**config.mk**
```make
export PLATFORM = sky130hd
export DESIGN_NAME = inst_dec_stage
export DESIGN_NICKNAME = d
export VERILOG_FILES = /design/src/rtl/inst_dec_pkg.sv /design/src/rtl/inst_dec_fields.sv /design/src/rtl/inst_dec_stage.sv
export SDC_FILE = /design/constraint.sdc
export NUM_CORES = 1
export LEC_CHECK = 0
export ABC_AREA = 1
export CAP_MARGIN = 30
export CORE_MARGIN = 10
export CORE_UTILIZATION = 50
export DETAILED_ROUTE_END_ITERATION = 10
export PLACE_DENSITY_LB_ADDON = 0.2
export SLEW_MARGIN = 20
export SYNTH_ARGS = -nofsm -noshare
export SYNTH_HDL_FRONTEND = slang
export SYNTH_SLANG_ARGS = --single-unit
```
**constraint.sdc**
```tcl
create_clock -name clk -period 2.3 [get_ports clk]
set_input_delay 0.575 -clock clk [delete_from_list [all_inputs] [get_ports clk]]
set_output_delay 0.575 -clock clk [all_outputs]
set_load 0.05 [all_outputs]
```
**src/rtl/inst_dec_pkg.sv**
```systemverilog
// Shared types for the RV32I decode stage: format codes, opcode constants,
// skid-buffer state encoding and the decoded-bundle struct.
package inst_dec_pkg;

  typedef enum logic [2:0] {
    FMT_R   = 3'd0,
    FMT_I   = 3'd1,
    FMT_S   = 3'd2,
    FMT_B   = 3'd3,
    FMT_U   = 3'd4,
    FMT_J   = 3'd5,
    FMT_ILL = 3'd7
  } fmt_e;

  localparam logic [6:0] OPC_OP       = 7'b0110011;
  localparam logic [6:0] OPC_OP_IMM   = 7'b0010011;
  localparam logic [6:0] OPC_LOAD     = 7'b0000011;
  localparam logic [6:0] OPC_JALR     = 7'b1100111;
  localparam logic [6:0] OPC_SYSTEM   = 7'b1110011;
  localparam logic [6:0] OPC_MISC_MEM = 7'b0001111;
  localparam logic [6:0] OPC_STORE    = 7'b0100011;
  localparam logic [6:0] OPC_BRANCH   = 7'b1100011;
  localparam logic [6:0] OPC_LUI      = 7'b0110111;
  localparam logic [6:0] OPC_AUIPC    = 7'b0010111;
  localparam logic [6:0] OPC_JAL      = 7'b1101111;

  // Encoding is {skid_v, main_v}, so the valid bits are read straight off the state.
  typedef enum logic [1:0] {
    ST_EMPTY = 2'b00,
    ST_FULL1 = 2'b01,
    ST_FULL2 = 2'b11
  } skid_state_e;

  typedef struct packed {
    fmt_e       fmt;
    logic [6:0] opcode;
    logic [4:0] rd;
    logic [4:0] rs1;
    logic [4:0] rs2;
    logic [2:0] funct3;
    logic [6:0] funct7;
    logic       illegal;
  } dec_fields_t;

  function automatic fmt_e opcode_fmt(input logic [6:0] opc);
    fmt_e f;
    case (opc)
      OPC_OP:                                    f = FMT_R;
      OPC_OP_IMM, OPC_LOAD, OPC_JALR,
      OPC_SYSTEM, OPC_MISC_MEM:                  f = FMT_I;
      OPC_STORE:                                 f = FMT_S;
      OPC_BRANCH:                                f = FMT_B;
      OPC_LUI, OPC_AUIPC:                        f = FMT_U;
      OPC_JAL:                                   f = FMT_J;
      default:                                   f = FMT_ILL;
    endcase
    return f;
  endfunction

endpackage

```
**src/rtl/inst_dec_fields.sv**
```systemverilog
// Combinational RV32I classifier: extracts register/function fields per format
// and assembles the sign-extended immediate at XLEN bits.
module inst_dec_fields
  import inst_dec_pkg::*;
#(
  parameter int XLEN = 32
) (
  input  logic [31:0]     i_inst,
  output dec_fields_t     o_fields,
  output logic [XLEN-1:0] o_imm
);

  fmt_e        w_fmt;
  logic [31:0] w_imm32;

  always_comb begin
    w_fmt    = (i_inst[1:0] == 2'b11) ? opcode_fmt(i_inst[6:0]) : FMT_ILL;
    o_fields = '0;
    w_imm32  = '0;
    o_fields.fmt     = w_fmt;
    o_fields.illegal = (w_fmt == FMT_ILL);
    if (w_fmt != FMT_ILL) o_fields.opcode = i_inst[6:0];
    case (w_fmt)
      FMT_R: begin
        o_fields.rd     = i_inst[11:7];
        o_fields.rs1    = i_inst[19:15];
        o_fields.rs2    = i_inst[24:20];
        o_fields.funct3 = i_inst[14:12];
        o_fields.funct7 = i_inst[31:25];
      end
      FMT_I: begin
        o_fields.rd     = i_inst[11:7];
        o_fields.rs1    = i_inst[19:15];
        o_fields.funct3 = i_inst[14:12];
        w_imm32 = {{20{i_inst[31]}}, i_inst[31:20]};
      end
      FMT_S: begin
        o_fields.rs1    = i_inst[19:15];
        o_fields.rs2    = i_inst[24:20];
        o_fields.funct3 = i_inst[14:12];
        w_imm32 = {{20{i_inst[31]}}, i_inst[31:25], i_inst[11:7]};
      end
      FMT_B: begin
        o_fields.rs1    = i_inst[19:15];
        o_fields.rs2    = i_inst[24:20];
        o_fields.funct3 = i_inst[14:12];
        w_imm32 = {{19{i_inst[31]}}, i_inst[31], i_inst[7], i_inst[30:25], i_inst[11:8], 1'b0};
      end
      FMT_U: begin
        o_fields.rd = i_inst[11:7];
        w_imm32 = {i_inst[31:12], 12'b0};
      end
      FMT_J: begin
        o_fields.rd = i_inst[11:7];
        w_imm32 = {{11{i_inst[31]}}, i_inst[31], i_inst[19:12], i_inst[20], i_inst[30:21], 1'b0};
      end
      default: ;
    endcase
  end

  // Every format's immediate fits in 32 bits; widen once with sign extension.
  assign o_imm = XLEN'($signed(w_imm32));

endmodule

```
**src/rtl/inst_dec_stage.sv**
```systemverilog
// Registered valid/ready RV32I decode stage with a two-entry skid buffer.
// Define INST_DEC_PERF_CNT_EN to build the saturating dec_cnt/ill_cnt counters.
module inst_dec_stage
  import inst_dec_pkg::*;
#(
  parameter int XLEN  = 32,
  parameter int CNT_W = 32
) (
  input  logic             clk,
  input  logic             rst_n,
  input  logic             flush,
  input  logic             in_valid,
  output logic             in_ready,
  input  logic [31:0]      instruction_word,
  output logic             out_valid,
  input  logic             out_ready,
  output logic [2:0]       fmt,
  output logic [6:0]       opcode,
  output logic [4:0]       rd,
  output logic [4:0]       rs1,
  output logic [4:0]       rs2,
  output logic [2:0]       funct3,
  output logic [6:0]       funct7,
  output logic [XLEN-1:0]  imm,
  output logic             illegal,
  output logic [CNT_W-1:0] dec_cnt,
  output logic [CNT_W-1:0] ill_cnt,
  output logic [1:0]       dbg_state
);

  // Handshake: a transfer happens on a rising edge where valid && ready; a
  // source holds valid and data stable until that edge, and out_valid/bundle
  // stay stable until emitted. in_ready comes only from state (no out_ready path).

  skid_state_e     r_state;
  skid_state_e     w_next_state;
  dec_fields_t     r_main;
  dec_fields_t     r_skid;
  logic [XLEN-1:0] r_main_imm;
  logic [XLEN-1:0] r_skid_imm;
  dec_fields_t     w_dec;
  logic [XLEN-1:0] w_dec_imm;
  logic            w_accept;
  logic            w_emit;
  logic            w_load_main;
  logic            w_load_skid;
  logic            w_skid_to_main;

  inst_dec_fields #(.XLEN(XLEN)) u_fields (
    .i_inst   (instruction_word),
    .o_fields (w_dec),
    .o_imm    (w_dec_imm)
  );

  assign in_ready  = (r_state != ST_FULL2);
  assign out_valid = (r_state != ST_EMPTY);
  assign w_accept  = in_valid && in_ready;
  assign w_emit    = out_valid && out_ready;
  assign dbg_state = r_state;

  always_ff @(posedge clk or negedge rst_n) begin
    if (!rst_n) r_state <= ST_EMPTY;
    else        r_state <= w_next_state;
  end

  always_comb begin
    w_next_state   = r_state;
    w_load_main    = 1'b0;
    w_load_skid    = 1'b0;
    w_skid_to_main = 1'b0;
    if (flush) begin
      w_next_state = ST_EMPTY;
    end else begin
      case (r_state)
        ST_EMPTY: begin
          if (w_accept) begin
            w_next_state = ST_FULL1;
            w_load_main  = 1'b1;
          end
        end
        ST_FULL1: begin
          if (w_accept && !w_emit) begin
            w_next_state = ST_FULL2;
            w_load_skid  = 1'b1;
          end else if (w_accept && w_emit) begin
            w_load_main = 1'b1;
          end else if (w_emit) begin
            w_next_state = ST_EMPTY;
          end
        end
        ST_FULL2: begin
          if (w_emit) begin
            w_next_state   = ST_FULL1;
            w_skid_to_main = 1'b1;
          end
        end
        default: w_next_state = ST_EMPTY;
      endcase
    end
  end

  always_ff @(posedge clk or negedge rst_n) begin
    if (!rst_n) begin
      r_main     <= '0;
      r_main_imm <= '0;
      r_skid     <= '0;
      r_skid_imm <= '0;
    end else begin
      if (w_load_main) begin
        r_main     <= w_dec;
        r_main_imm <= w_dec_imm;
      end else if (w_skid_to_main) begin
        r_main     <= r_skid;
        r_main_imm <= r_skid_imm;
      end
      if (w_load_skid) begin
        r_skid     <= w_dec;
        r_skid_imm <= w_dec_imm;
      end
    end
  end

  assign fmt     = r_main.fmt;
  assign opcode  = r_main.opcode;
  assign rd      = r_main.rd;
  assign rs1     = r_main.rs1;
  assign rs2     = r_main.rs2;
  assign funct3  = r_main.funct3;
  assign funct7  = r_main.funct7;
  assign illegal = r_main.illegal;
  assign imm     = r_main_imm;

`ifdef INST_DEC_PERF_CNT_EN
  logic [CNT_W-1:0] r_dec_cnt;
  logic [CNT_W-1:0] r_ill_cnt;
  logic             w_count;

  // A flushed emit is discarded, so it must not be counted.
  assign w_count = w_emit && !flush;

  always_ff @(posedge clk or negedge rst_n) begin
    if (!rst_n) begin
      r_dec_cnt <= '0;
      r_ill_cnt <= '0;
    end else if (w_count) begin
      if (r_dec_cnt != '1) r_dec_cnt <= r_dec_cnt + CNT_W'(1);
      if (r_main.illegal && (r_ill_cnt != '1)) r_ill_cnt <= r_ill_cnt + CNT_W'(1);
    end
  end

  assign dec_cnt = r_dec_cnt;
  assign ill_cnt = r_ill_cnt;
`else
  assign dec_cnt = '0;
  assign ill_cnt = '0;
`endif

endmodule

```
Word-level counts from Yosys, hierarchy flattened
Index checks and enable logic that the tools add are counted.
{ "word_totals": {"regBits": 138, "in_bits": 37, "output_inout_bits": 136, "elab_cells": 91} }
{ "op_classes": {"eq_ne": 26, "n_mux": 31, "n_reduce_logical": 15} }
{ "ops": {"columns": ["operator", "count"], "rows": [
  ["32-bit one-hot mux with 5 select lines", 1],
  ["36-bit two-way mux", 2],
  ["32-bit two-way mux", 2],
  ["7-bit equality test, second input constant", 4],
  ["7-bit by 6-bit equality test with 1-bit output, second input constant", 3],
  ["3-bit one-hot mux with 6 select lines", 1],
  ["5-bit two-way mux", 3],
  ["7-bit by 5-bit equality test with 1-bit output, second input constant", 2],
  ["7-bit two-way mux", 2],
  ["2-bit two-way mux", 6],
  ["1-bit two-way mux", 10],
  ["3-bit equality test, second input constant", 3],
  ["3-bit inequality test, second input constant", 3],
  ["4-bit inequality test, second input constant", 2],
  ["4-bit OR reduction", 2],
  ["7-bit by 2-bit equality test with 1-bit output, second input constant", 1],
  ["7-bit by 4-bit equality test with 1-bit output, second input constant", 1],
  ["3-bit by 2-bit equality test with 1-bit output, second input constant", 2],
  ["3-bit two-way mux", 2],
  ["2-bit one-hot mux with 3 select lines", 1],
  ["5-bit OR reduction", 1],
  ["2-bit equality test, second input constant", 2],
  ["1-bit logical AND", 4],
  ["4-bit AND reduction", 1],
  ["10 further kinds", 11]
]} }

Logic depth before layout (Yosys ltp)
Gate-level depths: netlist of run 1.
{ "depth": {"word_depth": 8, "mapped_depth": 13, "ltp_nobuf": 11} }

Cells and area by module
From an unflattened synthesis of run 1, not the netlist that was laid out.
{ "hier_totals": {"hier_cells": 976, "hier_area_um2": 7718.7} }
{ "by_module_without_submodules": {"columns": ["module", "instances", "cells_each", "area_each_um2", "seq_area_each_um2"], "rows": [
  ["inst_dec_stage", 1, 788, 6775.2, 3453.3],
  ["inst_dec_fields", 1, 188, 943.4, 0.0]
]} }

Least setup slack after synthesis of run 1
No wires, ideal clock.
{ "synth_timing": {"kind": "reg-to-reg", "startpoint": "reg r_state[0], in the netlist dbg_state[0]", "endpoint": "reg r_main_imm[12], in the netlist imm[12]", "setup_ns": 0.113, "arrival_time_ns": 2.335, "t_required_ns": 2.187, "setup_slack_ns": -0.148, "path_stages_with_launch": 13, "n_path_buf": 2, "period_less_slack_ns": 2.448, "cell_sequence": "dfrtp_1 inv_1 ha_1 inv_1 nand2_1 inv_1 nand3_1 buf_2 buf_2 nand2_1 nand3_1 nand2_1 inv_1"} }
{ "synth_via": {"elab_chain_len": 8, "word_cells_on_any_way": 20, "cone_classes": "3 x eq/ne; 9 x mux; 8 x reduce/logical"} }
{ "synth_rtl": {"columns": ["item", "line", "source"], "rows": [
  ["start: declaration", "inst_dec_stage.sv:35", "skid_state_e r_state;"],
  ["start signal: assignment", "inst_dec_stage.sv:63", "else r_state <= w_next_state;"],
  ["2-bit nonzero test *", "inst_dec_stage.sv:56", "assign out_valid = (r_state != ST_EMPTY);"],
  ["net out_valid", "inst_dec_stage.sv:15", "output logic out_valid,"],
  ["1-bit logical AND *", "inst_dec_stage.sv:58", "assign w_emit = out_valid && out_ready;"],
  ["1-bit logical AND or 1-bit logical NOT (tied branches)", "inst_dec_stage.sv:85, inst_dec_stage.sv:82", null],
  ["1-bit two-way mux or 1-bit logical AND (tied branches)", "inst_dec_stage.sv:85, inst_dec_stage.sv:82", null],
  ["1-bit two-way mux", "inst_dec_stage.sv:82", "if (w_accept && !w_emit) begin"],
  ["1-bit one-hot mux with 2 select lines", "inst_dec_stage.sv:74", "case (r_state)"],
  ["1-bit two-way mux", "inst_dec_stage.sv:71", "if (flush) begin"],
  ["32-bit two-way mux or 2-bit nonzero test (tied branches)", null, null],
  ["end signal: assignment", "inst_dec_stage.sv:111", "r_main_imm <= w_dec_imm;"],
  ["end signal: assignment", "inst_dec_stage.sv:114", "r_main_imm <= r_skid_imm;"],
  ["end: declaration", "inst_dec_stage.sv:39", "logic [XLEN-1:0] r_main_imm;"]
]} }
The timed path passes the listed nets; every way through them passes the cells marked *.
A chain may end at the register's enable or synchronous reset.

Worst setup path in the final report of run 1
{ "layout_timing": {"startpoint": "reg r_main_imm[6], in the netlist imm[6]", "endpoint": "out imm[6]"} }
{ "layout_rtl": {"columns": ["item", "line", "source"], "rows": [
  ["end: declaration", "inst_dec_stage.sv:24", "output logic [XLEN-1:0] imm,"]
]} }
No word-level cell between the ends.

==> results by group, run 1 <==
Outcome
  – Status: finished, final reports clean

Yosys
  – Synth Area in Adders: 0.641%
  – Cell taking the most area after synthesis: dfrtp_1
  – Number of enable flip-flop cells after synthesis: 0
  – Yosys reg bits: roughly 140
  – Post-synth top area share: between 40% and 50%
  – Top FF cell, synth: dfrtp_1
  – Asr flop ratio synth: between 90% and 100%
  – Mapped Area: slightly below 8000 sq um
  – Most common library cells after synthesis: nand2_1 (461), dfrtp_1 (138), nand3_1 (120)
  – Post-synthesis simple-gate area fraction: 38.2%
  – Most frequent cell after synthesis: nand2_1
  – Synth unique cells: 30
  – Synth area leaders: dfrtp_1 (44%), nand2_1 (22%), nand3_1 (7.7%), buf_4 (7.0%), inv_1 (3.8%)
  – Post-Syn Area per Cell: roughly 7.2 sq um
  – Cell count after synthesis: 1081
  – Combinational family with the most area after synthesis: simple AND/OR/NAND/NOR gates
  – Xor-xnor portion of the synthesized cell area: 0%
  – Mux contribution to synthesized area: 0%
  – Synth Area in Compound Gates: 1.84%
  – Register area share after synthesis: 44.2%
  – Synth Warn #: 0

Drt
  – Final ANT Viol Nets: 0
  – WL/cell: 15.2 microns
  – Routed WL: 21700 microns
  – DR DRC count: 0
  – Via count: 7032
  – Post-DR vias/cell: 4.93
  – Iteration-0 DRC Markers: 586
  – DRT Pass-1 Iters: 5

Critical path
  – Crit path DAT: between 1500 and 2000 ps
  – Crit path max-delay family: buffers and inverters
  – CP required: around 1700 ps
  – CP Max Fanout: 2
  – Critical path depth: 1
  – Worst reg2reg path depth: 11
  – Setup crit start kind: flop
  – Crit path kind: reg2out
  – CP Buf/Inv Count: 1
  – FF-to-FF Start: dbg_state[0]
  – Critical Path, Cell by Cell: clkdlybuf4s50_1
  – Crit path from: imm[6]
  – Critical Path Sink Type: primary output
  – CP max stage delay: 830 ps
  – Worst path slowest cell: clkdlybuf4s50_1

Die
  – Chip width: about 140 microns
  – Initial Util: 51.2%
  – Cell row count: 45
  – Core area: 15300 sq um
  – Die area: 21000 sq um
  – Die extent in y: between 100 and 150 microns
  – Top-Level Pins: 173

Clock network
  – Clock slew at reported path FFs: 60 ps
  – Clk_lat worst skew: 430 ps
  – Post-CTS setup buffer count: 0
  – Root buf cell: clkbuf_16
  – Bufs on Longest Clock Path: 2
  – Post-CTS sizing: 0
  – Htree depth: 4
  – CTS tree: built
  – Clock buffer count from CTS: 17
  – Clock Sinks: around 140
  – Hold_buf cts: 0

GRT
  – First-pass GRT wire length: 35200 microns
  – Largest net degree at the start of global routing: 58
  – Vias in the first global route: 6950
  – Grt ovf: 0
  – Initial antenna violation count: 2
  – Overall Global Routing Usage: about 20%

Finish
  – Fillcell total: about 1400
  – Post-route cell area: 9720 sq um
  – Layout net count: approximately 1200
  – Layout cell share with drive strength beyond 1: 9.89%
  – Layout area overhead: 24.5%
  – Final Util: 63.7%

STA
  – Setup ws final: 66.8 ps
  – Actual slew at the worst max-slew pin: 518 ps
  – Crit share post-route: a little over nine tenths
  – Minimum clock period: 2230 ps
  – Slew headroom: 65.3%
  – Slew Viols, Final: 0
  – Fmax: roughly 450 MHz
  – Final hold violations: 0
  – Setup Skew: 6.08 ps
  – Final setup vio count: 0
  – Setup TNS: 0 ps
  – Min Hold Slack: 61.0 ps
  – Unrepaired setup endpoints after global routing: false

Placement
  – I/O Buffers: ~110
  – Dpl ws: -94.7 ps
  – Post-DP HPWL: 15300 microns
  – Gpl congestion: 0.907
  – Dpl cell area: 9100 sq um

Pwr
  – P_leak: 5.38 nW
  – VDD IR max: 0.495 mV
  – Power per cell area: slightly above 900 nW/um^2
  – Switching power: around 3.3 mW
  – Clk network pwr share: between 30% and 40%
  – Logic pwr share: between 30% and 40%
  – Internal: 5.57 mW
  – Sequential power share: 34.9%
  – Sw Ratio: 37.0%

Flow run
  – Max cap viols: 0

Min path
  – HP Class: in2async
kinds of logic after synthesis:
kind of cell	count (synthesis)
buffers and inverters	209
other	1
AND/OR/NAND/NOR	701
AO/OA/AOI/OAI	28
flip-flops	138
adder cells (fa/ha/maj)	4
final cells by class:
class | count | area [sq um] | share of cell area [%]
diodes | 1 | 2.50 | 0.0257
clock buffers | 21 | 450 | 4.63
clock inverters | 11 | 170 | 1.75
inverters | 84 | 318 | 3.27
multi-input cells | 797 | 3430 | 35.3
flip-flops and latches | 138 | 3460 | 35.6
well taps | 211 | 264 | 2.72
repair buffers | 162 | 1630 | 16.8
final timing paths:
| path | endpoint | slack [ps] |
|---|---|---|
| worst max-delay path | imm[6] | 70 |
| worst min-delay path | opcode[2] | 60 |
| worst max register to register | rs2[2] | 360 |
| worst min register to register | r_skid_imm[3] | 480 |
| max in group asynchronous | imm[23] | 1580 |
| min in group clk | r_skid_imm[3] | 480 |
per-stage QoR:
step | std cells | power [mW]
final | 1425 | 8.85
after global placement | 1392 | 5.96
after global routing | 1425 | 9.25
after detailed placement | 1392 | 5.99
after CTS | 1424 | 8.89
after floorplan | 1144 | 5.09
layer usage:
layer / vias up / global-route usage, % / part of all wire [%]
li1: 3462 / - / -
met4: 2 / 7.20 / 1.9
met2: 246 / 32.9 / 47
met3: 32 / 5.90 / 7.4
met1: 3290 / 25.0 / 43
met5: - / 0 / 0.046
flip-flops by register name, summed over array words and instances (netlist names), 3 cells and up:
signal	count
fmt	3
imm	32
rd	5
opcode	7
funct3	3
r_skid	36
rs1	5
rs2	5
funct7	7
r_skid_imm	32
power groups by stage:
stage	registers (mW)	clock network (mW)	logic [mW]
2_1_floorplan	3.83	0	1.26
3_3_place_gp	3.12	0	2.84
3_5_place_dp	3.12	0	2.86
4_1_cts	3.09	2.92	2.88
5_1_grt	3.14	3.03	3.08
6_report	3.09	2.90	2.86
cells in the final DEF, fill, tap and decap left out, types with 10 or more instances in the layout:
cell             synthesis  layout
dfrtp_1                138     136
nand2_1                461     461
clkdlybuf4s50_1          0     105
nor2_1                  65      65
clkbuf_16                0      17
nand3_1                120     119
conb_1                   1      64
inv_1                   78      77
o21ai_0                 19      19
nand4_1                 28      28
buf_4                   73      44
buf_12                   0      12
nand2_2                 10      10
Note: power is estimated with default switching activity, not from simulation.
==> run 2, diff against run 1 <==
--- a/config.mk
+++ b/config.mk
@@ -7,7 +7,7 @@
 export LEC_CHECK = 0
 export ABC_AREA = 1
 export CAP_MARGIN = 30
-export CORE_MARGIN = 10
+export CORE_MARGIN = 1.5
 export CORE_UTILIZATION = 50
 export DETAILED_ROUTE_END_ITERATION = 10
 export PLACE_DENSITY_LB_ADDON = 0.2
==> run 2 against run 1 <==
Compared with the run above:
- utilization decreased by 0.77 points
- routed wire length decreased by 4.9%
- setup slack better by 2.0 ps
- sequential share of layout area up 0.57 points
- first-iteration DRC count increased by 1.4%
- power shrank 5.1%
- clock-buffer cell count did not move
==> results by group, run 2 (synthesis results as in run 1) <==
Die
  – Core area: around 15000 sq um
  – Die area: roughly 16000 sq um
  – Initial Util: 51.3%
  – Cell row count: 45
  – Top-Level Pins: 173
  – Die extent in y: 128 microns
  – Chip width: 128 microns

Clock network
  – Post-CTS sizing: 0
  – Bufs on Longest Clock Path: 2
  – Clock slew at reported path FFs: 60 ps
  – Hold_buf cts: 1
  – Clk_lat worst skew: 430 ps
  – Root buf cell: clkbuf_16
  – Clock buffer count from CTS: 17
  – Clock Sinks: 138
  – CTS tree: built
  – Post-CTS setup buffer count: 0
  – Htree depth: 4

Drt
  – Max layer used: met4
  – WL met2: 9580 microns
  – Post-DR vias/cell: 5.07
  – Iteration-0 DRC Markers: 594
  – DR DRC count: 0
  – Routed WL: 20600 microns
  – Detail Route met3 WL: 1160 microns
  – Via count: 7063
  – Final ANT Viol Nets: 0
  – Post-Route M1 WL: 9290 microns
  – WL/cell: 14.8 microns
  – DRT Pass-1 Iters: 5

STA
  – Slew Viols, Final: 0
  – Final hold violations: 0
  – Fmax: 448 MHz
  – Setup TNS: 0 ps
  – Actual slew at the worst max-slew pin: a little over 500 ps
  – Min Hold Slack: between 400 and 500 ps
  – Minimum clock period: 2230 ps
  – Setup Skew: 4.71 ps
  – Crit share post-route: 97.0%
  – Slew headroom: 65.3%
  – Unrepaired setup endpoints after global routing: false
  – Final setup vio count: 0

Critical path
  – Critical Path Sink Type: primary output
  – Crit path DAT: 1660 ps
  – Worst path slowest cell: clkdlybuf4s50_1
  – Setup crit start kind: flop
  – Critical Path, Cell by Cell: clkdlybuf4s50_1
  – CP Buf/Inv Count: 1
  – CP required: 1730 ps
  – CP Max Fanout: 2
  – Crit path max-delay family: buffers and inverters
  – CP max stage delay: 830 ps
  – Crit path kind: reg2out

Pwr
  – Power per cell area: 877 nW/um^2
  – VDD IR max: 0.496 mV
  – P_leak: between 5 and 6 nW

Finish
  – Layout area overhead: 22.6%
  – Largest Register: r_skid
  – Number of flip-flops in the largest register: 36
  – Post-route cell area: 9570 sq um
  – Final Util: 62.9%
  – Antenna Cells: 0
  – Fillcell total: ~1400
  – Final std cells w/o fill: 1392
  – Most frequent standard cell in the layout excluding fill and tap cells: nand2_1
  – Layout net count: about 1200
  – Most frequent cells in the layout: nand2_1 (461), dfrtp_1 (136), nand3_1 (119)
  – Layout cell share with drive strength beyond 1: 9.30%

Outcome
  – Status: finished, final reports clean

GRT
  – Overall Global Routing Usage: around a quarter
  – Vias in the first global route: about 6500
  – Grt ovf: 0
  – Largest net degree at the start of global routing: 76
  – First-pass GRT wire length: 33600 microns
  – Initial antenna violation count: 0

Placement
  – Gpl congestion: slightly below 0.9
  – Dpl cell area: between 9000 and 10000 sq um
  – Placed cell count: 1361
  – Post-DP HPWL: ~14000 microns
  – I/O Buffers: 108

Min path
  – HP Class: reg2reg

Flow run
  – Max cap viols: 0
run 2: changes by cell type in the layout (fill, tap and decap cells not counted), moves of 2 or more:
cell        change
bufinv_16       -4
buf_12          +3
clkinv_2        +5
buf_4          -11
clkinvlp_4      -2
run 2: power breakdown:
group / switching, mW / leakage [nW] / internal (mW)
combinational: 1.97 / 3.20 / 0.887
clock: 1.03 / 0.258 / 1.41
sequential: 0.252 / 1.86 / 2.85
run 2: area by class of cell:
class	count	area [sq um]	share of cell area [%]
multi-input combinational	797	3430	35.8
tap	188	235	2.46
sequential	138	3460	36.1
timing repair buffer	155	1620	16.9
clock inverter	9	51.3	0.536
clock buffer	21	460	4.81
inverter	84	318	3.32
run 2: path summary, 6_finish.rpt:
| kind | from | endpoint | slack (ps) | cells after the start |
|---|---|---|---|---|
| worst max-delay path | imm[31] | imm[31] | 70 | 1 |
| worst min-delay path | r_skid_imm[15] | r_skid_imm[15] | 480 | 2 |
| worst max register to register | dbg_state[0] | r_skid[22] | 320 | 9 |
| worst min register to register | r_skid_imm[15] | r_skid_imm[15] | 480 | 2 |
| max in group asynchronous | rst_n | imm[22] | 1220 | 3 |
| min in group asynchronous | rst_n | r_skid[28] | 490 | 2 |
run 2: stage by stage:
stage | power [mW] | worst slack [ps]
2_1_floorplan | 5.09 | 18.6
6_report | 8.39 | 68.8
4_1_cts | 8.44 | 49.2
3_5_place_dp | 5.99 | -118
3_3_place_gp | 5.96 | -91.6
5_1_grt | 8.83 | 31.6
run 2: layer usage:
| metal | up-vias | GRT usage, % |
|---|---|---|
| li1 | 3435 | - |
| met5 | - | 0 |
| met2 | 252 | 42.0 |
| met1 | 3332 | 36.3 |
| met3 | 44 | 5.09 |
| met4 | 0 | 11.2 |
